==> config.mk <==
export PLATFORM = sky130hd
export DESIGN_NAME = seq_divider_56
export DESIGN_NICKNAME = d
export VERILOG_FILES = /design/src/rtl/seq_divider_56.sv
export SDC_FILE = /design/constraint.sdc
export NUM_CORES = 1
export LEC_CHECK = 0
export BUFFER_PORTS_ARGS = -buffer_cell sky130_fd_sc_hd__buf_2
export CORE_UTILIZATION = 27
export CTS_CLUSTER_DIAMETER = 150
export DETAILED_ROUTE_END_ITERATION = 10
export GPL_TIMING_DRIVEN = 0
export HOLD_SLACK_MARGIN = 0.08
export PLACE_DENSITY = 0.47
export SLEW_MARGIN = 20
export SYNTH_ARGS = -nofsm -noshare
export SYNTH_HDL_FRONTEND = slang
export SYNTH_SLANG_ARGS = --single-unit
==> constraint.sdc <==
create_clock -name clk -period 7.1 [get_ports clk]
set_clock_uncertainty 0.1 [all_clocks]
set_input_delay 1.42 -clock clk [delete_from_list [all_inputs] [get_ports clk]]
set_output_delay 1.42 -clock clk [all_outputs]
set_load 0.05 [all_outputs]
==> src/rtl/seq_divider_56.sv <==
// rtl/seq_divider_56.sv - sequential restoring unsigned divider, one quotient bit per cycle
module seq_divider_56 #(
    parameter int mul_size = 56
) (
    input  logic                clk,
    input  logic                rst_n,
    input  logic                start,
    input  logic [mul_size-1:0] a,
    input  logic [mul_size-1:0] b,
    output logic                busy,
    output logic                done,
    output logic [mul_size-1:0] q,
    output logic [mul_size-1:0] r,
    output logic                dbz
);

    localparam int CW = (mul_size > 1) ? $clog2(mul_size) : 1;

    typedef enum logic [1:0] {IDLE, RUN, DONE} state_t;

    state_t              state;
    state_t              state_nxt;
    logic [CW-1:0]       cnt;
    logic [mul_size-1:0] dvd;
    logic [mul_size-1:0] dvs;
    logic [mul_size-1:0] quo;
    logic [mul_size:0]   rem;

    // One extra remainder bit keeps the shifted value from overflowing when
    // the divisor is close to 2^mul_size.
    logic [mul_size:0]   rem_sh;
    logic [mul_size:0]   rem_sub;
    logic [mul_size:0]   rem_nxt;
    logic [mul_size-1:0] quo_nxt;
    logic                qbit;

    // Restoring step: shift in next dividend bit, subtract divisor when it fits.
    always_comb begin
        rem_sh  = (rem << 1) | {{mul_size{1'b0}}, dvd[mul_size-1]};
        rem_sub = rem_sh - {1'b0, dvs};
        qbit    = (rem_sh >= {1'b0, dvs});
        rem_nxt = qbit ? rem_sub : rem_sh;
        quo_nxt = (quo << 1) | {{(mul_size-1){1'b0}}, qbit};
    end

    // State register.
    always_ff @(posedge clk or negedge rst_n) begin
        if (!rst_n) begin
            state <= IDLE;
        end else begin
            state <= state_nxt;
        end
    end

    // Next-state logic; start only matters outside RUN.
    always_comb begin
        state_nxt = state;
        case (state)
            IDLE, DONE: begin
                if (start) begin
                    state_nxt = (b == '0) ? DONE : RUN;
                end else begin
                    state_nxt = IDLE;
                end
            end
            RUN: begin
                if (cnt == '0) begin
                    state_nxt = DONE;
                end
            end
            default: state_nxt = IDLE;
        endcase
    end

    // Status outputs decoded from state.
    always_comb begin
        busy = (state == RUN);
        done = (state == DONE);
    end

    // Operand capture, iteration datapath and result registers.
    always_ff @(posedge clk or negedge rst_n) begin
        if (!rst_n) begin
            cnt <= '0;
            dvd <= '0;
            dvs <= '0;
            quo <= '0;
            rem <= '0;
            q   <= '0;
            r   <= '0;
            dbz <= 1'b0;
        end else begin
            case (state)
                IDLE, DONE: begin
                    if (start) begin
                        if (b == '0) begin
                            q   <= '1;
                            r   <= a;
                            dbz <= 1'b1;
                        end else begin
                            dvd <= a;
                            dvs <= b;
                            quo <= '0;
                            rem <= '0;
                            cnt <= CW'(mul_size - 1);
                        end
                    end
                end
                RUN: begin
                    rem <= rem_nxt;
                    quo <= quo_nxt;
                    dvd <= dvd << 1;
                    if (cnt == '0) begin
                        q   <= quo_nxt;
                        r   <= rem_nxt[mul_size-1:0];
                        dbz <= 1'b0;
                    end else begin
                        cnt <= cnt - CW'(1);
                    end
                end
                default: ;
            endcase
        end
    end

endmodule
Word-level counts from Yosys, hierarchy flattened
Index checks and enable logic that the tools add are counted.
{ "classes": {"add_sub_neg": 2, "bitwise": 3, "muxes": 30, "magnitude_cmp": 1, "eq_ne": 7, "n_reduce_logical": 9} }
{ "ops": {"columns": ["op", "n"], "rows": [
  ["56-bit 2-to-1 mux", 11],
  ["56-bit one-hot mux with 2 select lines", 4],
  ["55-bit 2-to-1 mux", 2],
  ["55-bit one-hot mux with 2 select lines", 1],
  ["57-bit by 56-bit >= comparator with 1-bit output", 1],
  ["57-bit by 1-bit OR with 57-bit output", 1],
  ["56-bit zero test", 1],
  ["56-bit by 1-bit OR with 56-bit output", 1],
  ["56-bit subtractor", 1],
  ["6-bit 2-to-1 mux", 3],
  ["6-bit one-hot mux with 2 select lines", 1],
  ["2-bit != test, second input constant", 4],
  ["4-bit AND reduction", 2],
  ["6-bit zero test", 1],
  ["2-bit 2-to-1 mux", 3],
  ["3-bit AND reduction", 2],
  ["6-bit by 1-bit subtractor with 6-bit output, second input constant", 1],
  ["2-bit one-hot mux with 2 select lines", 1],
  ["1-bit 2-to-1 mux", 3],
  ["2-bit by 1-bit equality test with 1-bit output, second input constant", 1],
  ["2-bit equality test, second input constant", 1],
  ["2-bit zero test", 1],
  ["2-bit by 1-bit != test with 1-bit output, second input constant", 1],
  ["1-bit one-hot mux with 2 select lines", 1],
  ["other kinds (3)", 3]
]} }
{ "totals": {"input_bits": 115, "ff_bits": 344, "out_inout_bits": 115} }

Depth between registers and ports, before layout
Gate-level depths: netlist of the first run.
{ "logic_depth": {"ltp_word": 5, "mapped_depth": 15} }

Worst setup path before layout of the first run
Ideal clock, no wire load.
{ "synth_timing": {"path_kind": "input to register", "start": "input port b[5]", "end": "register q[10]", "setup_slack_ns": 3.522, "arrival_time_ns": 3.407, "t_required_ns": 6.928, "path_buffers": 3, "path_stages": 11, "path_cell_list": "nor4_1 -> nand4_1 -> nor4_1 -> nand3b_1 -> and2_1 -> clkbuf_1 -> inv_2 -> clkbuf_1 -> buf_1 -> nor2_1 -> nor2_1"} }
{ "synth_between": {"elab_chain_cells": 3} }
{ "synth_lines": {"columns": ["item", "line_no", "source"], "rows": [
  ["start: declaration", "9", "input logic [mul_size-1:0] b,"],
  ["56-bit zero test", "96", "if (b == '0) begin"],
  ["2-bit != test (no line)", null, null],
  ["4-bit AND reduction (no line)", null, null],
  ["end signal: assignment", "114", "q <= quo_nxt;"],
  ["end: declaration", "12", "output logic [mul_size-1:0] q,"]
]} }
Every way passes these cells.
A chain may end at the register's enable or synchronous reset.

Worst setup path in the final report of the first run
{ "layout_timing": {"start": "input port b[1]", "end": "register rem[24]"} }
{ "layout_between": {"elab_chain_cells": 3} }
{ "layout_lines": {"columns": ["item", "line_no", "source"], "rows": [
  ["56-bit zero test", "96", null],
  ["2-bit != test (no line)", null, null],
  ["3-bit AND reduction (no line)", null, null],
  ["end signal: assignment", "110", "rem <= rem_nxt;"],
  ["end: declaration", "27", "logic [mul_size:0] rem;"]
]} }
Every way passes these cells.

==> results of run 1 <==
## sequential cells by signal (all words and copies together), names as in the netlist
| signal | count |
|---|---|
| dvd | 56 |
| dvs | 56 |
| q | 56 |
| r | 56 |
| rem | 56 |
| quo | 55 |
| cnt | 6 |
| state | 2 |
| dbz | 1 |
## through the flow
step           cells  hold WS [ns]  worst slack [ns]
4_1_cts         3216         0.370             0.816
5_1_grt         3216         0.391             0.674
3_5_place_dp    3138         0.359             0.246
3_3_place_gp    3134         0.356             -2.50
6_report        3220         0.366             0.890
2_1_floorplan   2041         0.349              3.52
## per-layer routing
layer  global-route usage, %  vias up
li1                        -     7656
met1                    27.6     7951
met4                    6.80        2
met3                    3.48       91
met2                    33.3      486
met5                       0        -
## cells in the mapped netlist (9+ instances only)
library cell and instances:
o211ai_1 9, a21o_1 29, and2_1 12, nand2_1 380, nand2b_1 12, o21ai_1 13
a211oi_1 10, ha_1 58, nand4_1 20, a221o_1 16, buf_1 10, inv_1 77
o21ai_0 215, and3_1 10, a21oi_1 121, o21a_1 12, nand3_1 11, a31oi_1 9
nor4_1 19, xnor2_1 22, clkbuf_1 97, o22a_1 18, mux2i_1 57, dfrtp_1 344
nor3_1 69, nor2_1 194, xor2_1 32, a21oi_2 10, a22oi_1 13, buf_2 17
a22oi_4 10
## layout make-up
| cell class | instances | area (sq um) |
|---|---|---|
| buffer | 138 | 636 |
| clock buffer | 60 | 1230 |
| fill | 7034 | 44200 |
| sequential | 344 | 8610 |
| tap | 864 | 1080 |
| clock inverter | 18 | 221 |
| antenna | 4 | 10.0 |
| timing repair buffer | 233 | 1270 |
| inverter | 78 | 293 |
| multi-input combinational | 1481 | 8680 |
## critical path, stage by stage
cell,delay [ns]
buf_2,0.16
nor4_1,0.79
nand4_1,0.38
nor4_1,1.09
nor3b_1,0.22
clkbuf_1,0.49
nor2_1,0.29
clkbuf_1,0.70
clkbuf_1,0.75
nand2_1,0.11
o211ai_1,0.13
## cell families (layout without fill, tap and decap cells)
| logic type | after synthesis | after routing | share of synthesized area (%) |
|---|---|---|---|
| AOI/OAI and AO/OA | 553 | 553 | 19.8 |
| xor gates and xnor gates | 54 | 54 | 2.60 |
| adders and majority gates | 59 | 59 | 4.09 |
| buffers and inverters | 216 | 527 | 5.09 |
| DFF | 344 | 344 | 47.3 |
| muxes | 58 | 58 | 3.19 |
| other | 0 | 4 | 0 |
| and+or+nand+nor | 757 | 757 | 18.0 |
## cell usage in the layout, fill, tap and decap left out, drive strengths merged, types with 5 or more instances in the layout
| cell type | netlist | final |
|---|---|---|
| a21oi | 131 | 131 |
| mux2i | 57 | 57 |
| nor2 | 194 | 194 |
| o21a | 13 | 13 |
| and2 | 13 | 13 |
| xnor2 | 22 | 22 |
| nand3 | 12 | 12 |
| and3 | 11 | 11 |
| clkinv | 0 | 11 |
| nand2b | 12 | 12 |
| or3 | 6 | 6 |
| a31oi | 9 | 9 |
| a21o | 29 | 29 |
| o31ai | 5 | 5 |
| o221ai | 6 | 6 |
| nor2b | 5 | 5 |
| a211oi | 11 | 11 |
| xor2 | 32 | 32 |
| o41ai | 7 | 7 |
| a221oi | 5 | 5 |
| o21ai | 228 | 228 |
| clkbuf | 98 | 158 |
| inv | 78 | 79 |
| a221o | 16 | 16 |
| o22a | 18 | 18 |
| dfrtp | 344 | 344 |
| ha | 58 | 58 |
| o211ai | 10 | 10 |
| nor4 | 20 | 20 |
| nand2 | 380 | 380 |
| buf | 40 | 273 |
| a22oi | 31 | 31 |
| nand4 | 23 | 23 |
| o21bai | 8 | 8 |
| nor3 | 70 | 70 |
## power breakdown
part           internal (uW)  switching, uW  total, uW
combinational           2450           5090       7540
sequential              2700            493       3200
clock                   1360            889       2250
total                   6510           6480      13000
## final timing paths
| check | start | endpoint |
|---|---|---|
| max | b[1] | rem[24] |
| min | r[0] | r[0] |
| max reg2reg | rem[23] | r[42] |
| min reg2reg | r[0] | r[0] |
| max in group asynchronous | rst_n | dvd[20] |
| min in group asynchronous | rst_n | q[28] |
==> metrics.txt, run 1 <==
Finished Cell Area=22000 sq um; WL met1=31.9 mm; Core ar.=66200 sq um; syn_nets=2215; met2 routed WL=32.5 mm; final worst path period need=6.21 ns; aggregate global routing overflow=0; CTS root buf=clkbuf_16; Syn Area/Cell=8.92 sq um; RSZ-0062 raised after global routing=no; Die Y-Extent=262 um; Max-Cap Viols=0; setup_tns=0 ns; P per Cell Area=590 nW/um^2; worst vdd ir=0.239 mV; CTS sink count=344; Data arrival, critical path=6.58 ns; Final Setup Violations=0; WL met3=3.97 mm; Top Layer Used=met5; status=finished, final reports clean; fmax=161 MHz; vias in the first global route=16200; relative slew slack=17.1%; Post-route DRC=0; Hold Vio Cnt, Final=0; Hold WC Path Type=reg2reg; biggest area consumer among synthesized cells=dfrtp_1; FF+latch count, synth=344; ranking of synthesized cells by area=dfrtp_1, nand2_1, o21ai_0; worst hold stages=2; GP Congestion=0.938; Die Area=68500 sq um; row count=94; CP max FO=10; layout cell share with drive strength beyond 1=16.3%; crit path capture type=flip-flop; final wirelength=70.5 mm; R2R cell count=14; chip width=262 um; PostCTS Resize Cnt=0; prevailing post-synth register cell=dfrtp_1; via count=16200; Skew-Pair Late Insertion Delay=0.58 ns; Post-synth ARST share=100%; crit path launch type=input port; R2R Setup Slk=2.45 ns; first-pass GRT wire length=104 mm; library cells used by synthesis=79; Pins Over Slew Limit=0; TritonCTS clock tree=yes; hpwl dp=54.7 mm; critical path required time=7.47 ns; largest net degree at the start of global routing=91; post-route ant nets=0; hold buffer count at CTS=0; I/O pin count=230; Routed WL per cell=21.9 um; synth warn=0; H-tree depth=2; Pre-Repair DR Iteration Count=5; Port Buffer Count=229; Initial Util=27.5%; area delta synth->final=20.9%; Placement Cell Area=20600 sq um; initial antenna violation count=4; DR iter-0 viols=1316; Final Cycle Share=87.5%; Seq/Total Area, Yosys=47.3%; Post-Syn Area=18200 sq um; post-DR vias/cell=5.03; Longest Clk Path Bufs=3; Clk pin slew, worst setup/hold paths=0.06 ns; Setup Buffers After CTS=0; CTS Buf Count=43; Total GRT Usage=20.5%; top cell type's share of synthesized area=47.3%; Pwr Total=13000 uW; LEAKAGE=0.0100 uW; Slew @ Worst Pin=1.23 ns; critical setup path kind=in2reg; cell count after synthesis=2041; number of flops mapped to enable cells by yosys=0; fin util=33.3%; # nets final=2493
No activity file was read; power rests on OpenSTA's default activity.
==> run 2: changes to the inputs <==
--- a/config.mk
+++ b/config.mk
@@ -11,8 +11,8 @@
 export DETAILED_ROUTE_END_ITERATION = 10
 export GPL_TIMING_DRIVEN = 0
 export HOLD_SLACK_MARGIN = 0.08
-export PLACE_DENSITY = 0.47
-export SLEW_MARGIN = 20
+export PLACE_DENSITY = 0.45
+export SLEW_MARGIN = 15
 export SYNTH_ARGS = -nofsm -noshare
 export SYNTH_HDL_FRONTEND = slang
 export SYNTH_SLANG_ARGS = --single-unit
==> constraint.sdc (replaced) <==
create_clock -name clk -period 7.1 [get_ports clk]
set_clock_uncertainty 0.1 [all_clocks]
set_input_delay 1.42 -clock clk [delete_from_list [all_inputs] [get_ports clk]]
set_output_delay 1.42 -clock clk [all_outputs]
set_load 0.02 [all_outputs]
==> run 2 against run 1 <==
  * Via count is 0.50% higher
  * Routed wire length is 1.8% higher
  * Global-route usage is 0.30 points higher
  * Worst hold slack better by 0.011 ns
  * Clock-buffer cell count is 7 higher
  * Sequential power hardly changed
  * Highest routed layer unchanged
  * Critical path type unchanged
  * Sequential share of layout area is 0.080 points higher
  * Power is 2.4% lower
  * Cell area is 0.20% lower
  * Clock power hardly changed
==> metrics.txt, run 2 (synthesized netlist as in run 1, its figures left out) <==
crit path capture type=flip-flop; Skew-Pair Late Insertion Delay=0.59 ns; Longest Clk Path Bufs=3; Slew @ Worst Pin=1.19 ns; largest net degree at the start of global routing=101; row count=94; most frequent cells in the layout=nand2_1, dfrtp_1, buf_2; CP max FO=10; Total GRT Usage=20.8%; worst path bufs/invs=4; layout cell share with drive strength beyond 1=16.0%; fmax=163 MHz; CTS sink count=344; Die Area=68500 sq um; status=finished, final reports clean; Routed WL per cell=22.3 um; CTS root buf=clkbuf_16; hold buffer count at CTS=0; via count=16300; GP Congestion=0.913; delay-heaviest family, CP=simple AND/OR/NAND/NOR gates; Initial Util=27.5%; Die Y-Extent=262 um; Crit path largest cell delay=0.97 ns; final wirelength=71.8 mm; I/O pin count=230; final worst path period need=6.12 ns; post-DR vias/cell=5.06; Hold WC Path Type=reg2reg; Most common cell on crit path=clkbuf_1; vias in the first global route=16200; RSZ-0062 raised after global routing=no; hpwl dp=55.4 mm; critical setup path kind=in2reg; Clk pin slew, worst setup/hold paths=0.06 ns; worst hold stages=2; Final Setup Violations=0; TritonCTS clock tree=yes; critical path required time=7.50 ns; critical path depth=11; post-route ant nets=0; LEAKAGE=0.0100 uW; Pwr Total=12700 uW; relative slew slack=20.3%; R2R cell count=14; Data arrival, critical path=6.52 ns; Pre-Repair DR Iteration Count=5; crit path launch type=input port; Hold Vio Cnt, Final=0; aggregate global routing overflow=0; Core ar.=66200 sq um; # nets final=2492; hold slack final=0.377 ns; Max-Cap Viols=0; chip width=262 um; DR iter-0 viols=1123; initial antenna violation count=4; P per Cell Area=577 nW/um^2; CP max-delay cell=nor4_1; most common cell after layout, fill and taps aside=nand2_1; Setup Buffers After CTS=0; CTS Buf Count=43; PostCTS Resize Cnt=0; Final Cycle Share=86.2%; Pins Over Slew Limit=0; first-pass GRT wire length=105 mm; worst vdd ir=0.265 mV; crit-path cells=buf_2 -> nor4_1 -> nand4_1 -> nor4_1 -> nor3b_1 -> clkbuf_1 -> nor2_1 -> clkbuf_1 -> clkbuf_1 -> nand2_1 -> o211ai_1; area delta synth->final=20.7%; Post-route DRC=0; Port Buffer Count=229; H-tree depth=2
[run 2: cell count changes in the layout (fill, tap and decap cells not counted), moves of 2 or more]
| cell | change |
|---|---|
| clkinv_4 | -3 |
| clkbuf_8 | +3 |
| diode_2 | -2 |
| clkinv_2 | -4 |
| clkbuf_1 | +5 |
[run 2: area by class of cell]
type	count	area, sq um
multi-input combinational	1481	8680
sequential	344	8610
inverter	78	293
timing repair buffer	232	1240
antenna	2	5.00
buffer	138	634
tap	864	1080
clock buffer	67	1270
clock inverter	11	175
fill	7032	44200
[run 2: through the flow]
stage	cells	utilization [%]	TNS, ns	area [sq um]	worst slack (ns)
after floorplan	2041	-	0	18200	3.53
after global placement	3134	30.9	-833.16	20400	-2.48
after detailed placement	3137	31.0	0	20500	0.512
after CTS	3215	33.2	0	22000	1.12
after global routing	3215	33.2	0	22000	0.955
final	3217	33.2	0	22000	0.978
[run 2: final timing paths]
| path | slack [ns] | startpoint | endpoint |
|---|---|---|---|
| max reg2reg | 2.44 | rem[23] | r[42] |
| max | 0.98 | b[1] | rem[24] |
| min | 0.38 | r[0] | r[0] |
| min reg2reg | 0.38 | r[0] | r[0] |
| max in group asynchronous | 4.88 | rst_n | rem[27] |
| min in group asynchronous | 0.71 | rst_n | q[4] |
[run 2: power by group]
group / internal (uW) / switching, uW / leakage (uW) / total, uW
logic: 2450 / 4800 / 0.00491 / 7240
registers: 2700 / 491 / 0.00441 / 3190
clock network: 1340 / 901 / 0.000696 / 2240
[run 2: tightest hold or removal path, stage by stage (launching register included)]
cell,delay [ns]
dfrtp_1,0.34
nand2_1,0.05
nand2_1,0.05
[run 2: routing by layer]
layer  up-vias  GRT usage [%]  wire length [um]
li1       7645              -                 -
met1      8026           27.6             32000
met2       483           33.7             33200
met3       109           3.58              3830
met4         4           7.99              2680
met5         -              0                26
==> run 3: changes to the inputs <==
--- a/config.mk
+++ b/config.mk
@@ -6,12 +6,12 @@
 export NUM_CORES = 1
 export LEC_CHECK = 0
 export BUFFER_PORTS_ARGS = -buffer_cell sky130_fd_sc_hd__buf_2
-export CORE_UTILIZATION = 27
+export CORE_UTILIZATION = 42
 export CTS_CLUSTER_DIAMETER = 150
 export DETAILED_ROUTE_END_ITERATION = 10
 export GPL_TIMING_DRIVEN = 0
 export HOLD_SLACK_MARGIN = 0.08
-export PLACE_DENSITY = 0.45
+export PLACE_DENSITY = 0.63
 export SLEW_MARGIN = 15
 export SYNTH_ARGS = -nofsm -noshare
 export SYNTH_HDL_FRONTEND = slang
==> run 3 against run 2 <==
  * Cell area is 2.0% lower
  * Worst setup slack gained 0.30 ns
  * Largest power group unchanged
  * Sequential power about the same
  * Cell count decreased by 9.2%
  * Routed wire length fell by 10%
  * Non-clock buffer count is 1 higher
  * Critical endpoint unchanged
==> metrics.txt, run 3 (synthesized netlist as in run 1, its figures left out) <==
post-route ant nets=0; Setup WS pre-CTS=0.870 ns; hpwl dp=49.4 mm; critical path required time=7.47 ns; final worst slack=1.28 ns; ant diodes=0; PostCTS Resize Cnt=0; Hold Vio Cnt, Final=0; Int Pwr=6390 uW; Skew-Pair Late Insertion Delay=0.58 ns; Inst Count DP=2851; switching pwr=6050 uW; DR iter-0 viols=1279; row count=75; critical setup path kind=in2reg; TritonCTS clock tree=yes; hold buffer count at CTS=0; area delta synth->final=18.2%; chip width=210 um; P per Cell Area=578 nW/um^2; Pre-Repair DR Iteration Count=5; Setup Buffers After CTS=0; fin util=50.9%; Final Setup Violations=0; Clk network pwr share=16.8%; # nets final=2489; post-DR vias/cell=5.59; Routed WL per cell=22.1 um; Layout Cells excl Fill=2922; Max-Cap Viols=0; status=finished, final reports clean; Setup crit start=b[1]; met3 usage=5.04%; most frequent cells in the layout=nand2_1, dfrtp_1, buf_2; Port Buffer Count=229; GP Congestion=0.964; register share of total power=25.7%; crit path capture type=flip-flop; Total GRT Usage=29.4%; layout cell share with drive strength beyond 1=16.1%; Comb power frac=57.6%; GRT Max-Usage Layer=met2; Die Y-Extent=210 um; Clk pin slew, worst setup/hold paths=0.06 ns; GR Layer Usage met1=39.4%; Post-route DRC=0; switching share of power=48.7%; setup_tns=0 ns; Initial Util=43.0%; Die Area=44200 sq um; RR Startpoint=rem[23]; CTS root buf=clkbuf_16; Core ar.=42300 sq um; relative slew slack=20.5%; initial antenna violation count=0; CTS sink count=344; vias in the first global route=16000; number of fill cells=4020; CP max FO=10; fmax=172 MHz; largest net degree at the start of global routing=88; crit path launch type=input port; I/O pin count=230; aggregate global routing overflow=0; final wirelength=64.5 mm; min-delay src=r[4]; Hold WC Path Type=reg2reg; met2 Track Usage GR=47.7%; CTS Buf Count=39; worst vdd ir=0.431 mV; Final Cycle Share=82.0%; Slew @ Worst Pin=1.19 ns; most common cell after layout, fill and taps aside=nand2_1; via count=16300; Data arrival, critical path=6.19 ns; first-pass GRT wire length=97.5 mm; Pins Over Slew Limit=0; R2R Setup Slk=2.56 ns; RSZ-0062 raised after global routing=no; Longest Clk Path Bufs=3; LEAKAGE=0.00999 uW; H-tree depth=2; final worst path period need=5.82 ns
run 3: cell count changes in the layout (fill, tap and decap cells not counted), sizes merged:
cell / change
buf: +1
inv: +1
clkinv: +3
bufinv: -2
diode: -2
clkbuf: -7
clkinvlp: -2
run 3: routing by layer:
| metal | wire length, um | up-vias |
|---|---|---|
| met2 | 30000 | 573 |
| met1 | 28100 | 8021 |
| li1 | - | 7640 |
| met4 | 2260 | 0 |
| met3 | 4140 | 106 |
| met5 | 0 | - |
run 3: worst paths after layout:
| check | endpoint | cells past startpoint |
|---|---|---|
| max reg2reg | r[42] | 14 |
| min in group asynchronous | r[46] | 1 |
| min | r[4] | 2 |
| min reg2reg | r[4] | 2 |
| max in group asynchronous | dvd[19] | 2 |
| max | rem[24] | 11 |
run 3: power groups by stage:
stage,Sequential (uW),Combinational [uW],Clock [uW]
3_3_place_gp,3190,6990,0
6_report,3190,7160,2090
2_1_floorplan,3260,4690,0
3_5_place_dp,3210,7060,0
5_1_grt,3270,7770,2190
4_1_cts,3180,7100,2120
run 3: final cells by class:
| class | count | area [sq um] | share of cell area (%) |
|---|---|---|---|
| repair buffers | 233 | 1270 | 5.88 |
| well taps | 577 | 722 | 3.35 |
| flip-flops and latches | 344 | 8610 | 40.0 |
| clock buffers | 60 | 1230 | 5.70 |
| inverters | 78 | 293 | 1.36 |
| plain buffers | 138 | 634 | 2.95 |
| clock inverters | 11 | 103 | 0.476 |
| multi-input cells | 1481 | 8680 | 40.3 |
run 3: worst max-delay path: stages:
cell and delay, ns:
buf_2 0.16, nor4_1 0.62, nand4_1 0.29, nor4_1 0.96, nor3b_1 0.24, clkbuf_1 0.40, nor2_1 0.25, clkbuf_1 0.77
clkbuf_1 0.79, nand2_1 0.12, o211ai_1 0.14
run 3: stage by stage:
step	hold WS [ns]	area, sq um	power [uW]
floorplan	0.349	18200	7950
global placement	0.352	20100	10200
detailed placement	0.364	20200	10300
CTS	0.378	21500	12400
global route	0.406	21500	13200
finish	0.377	21500	12400
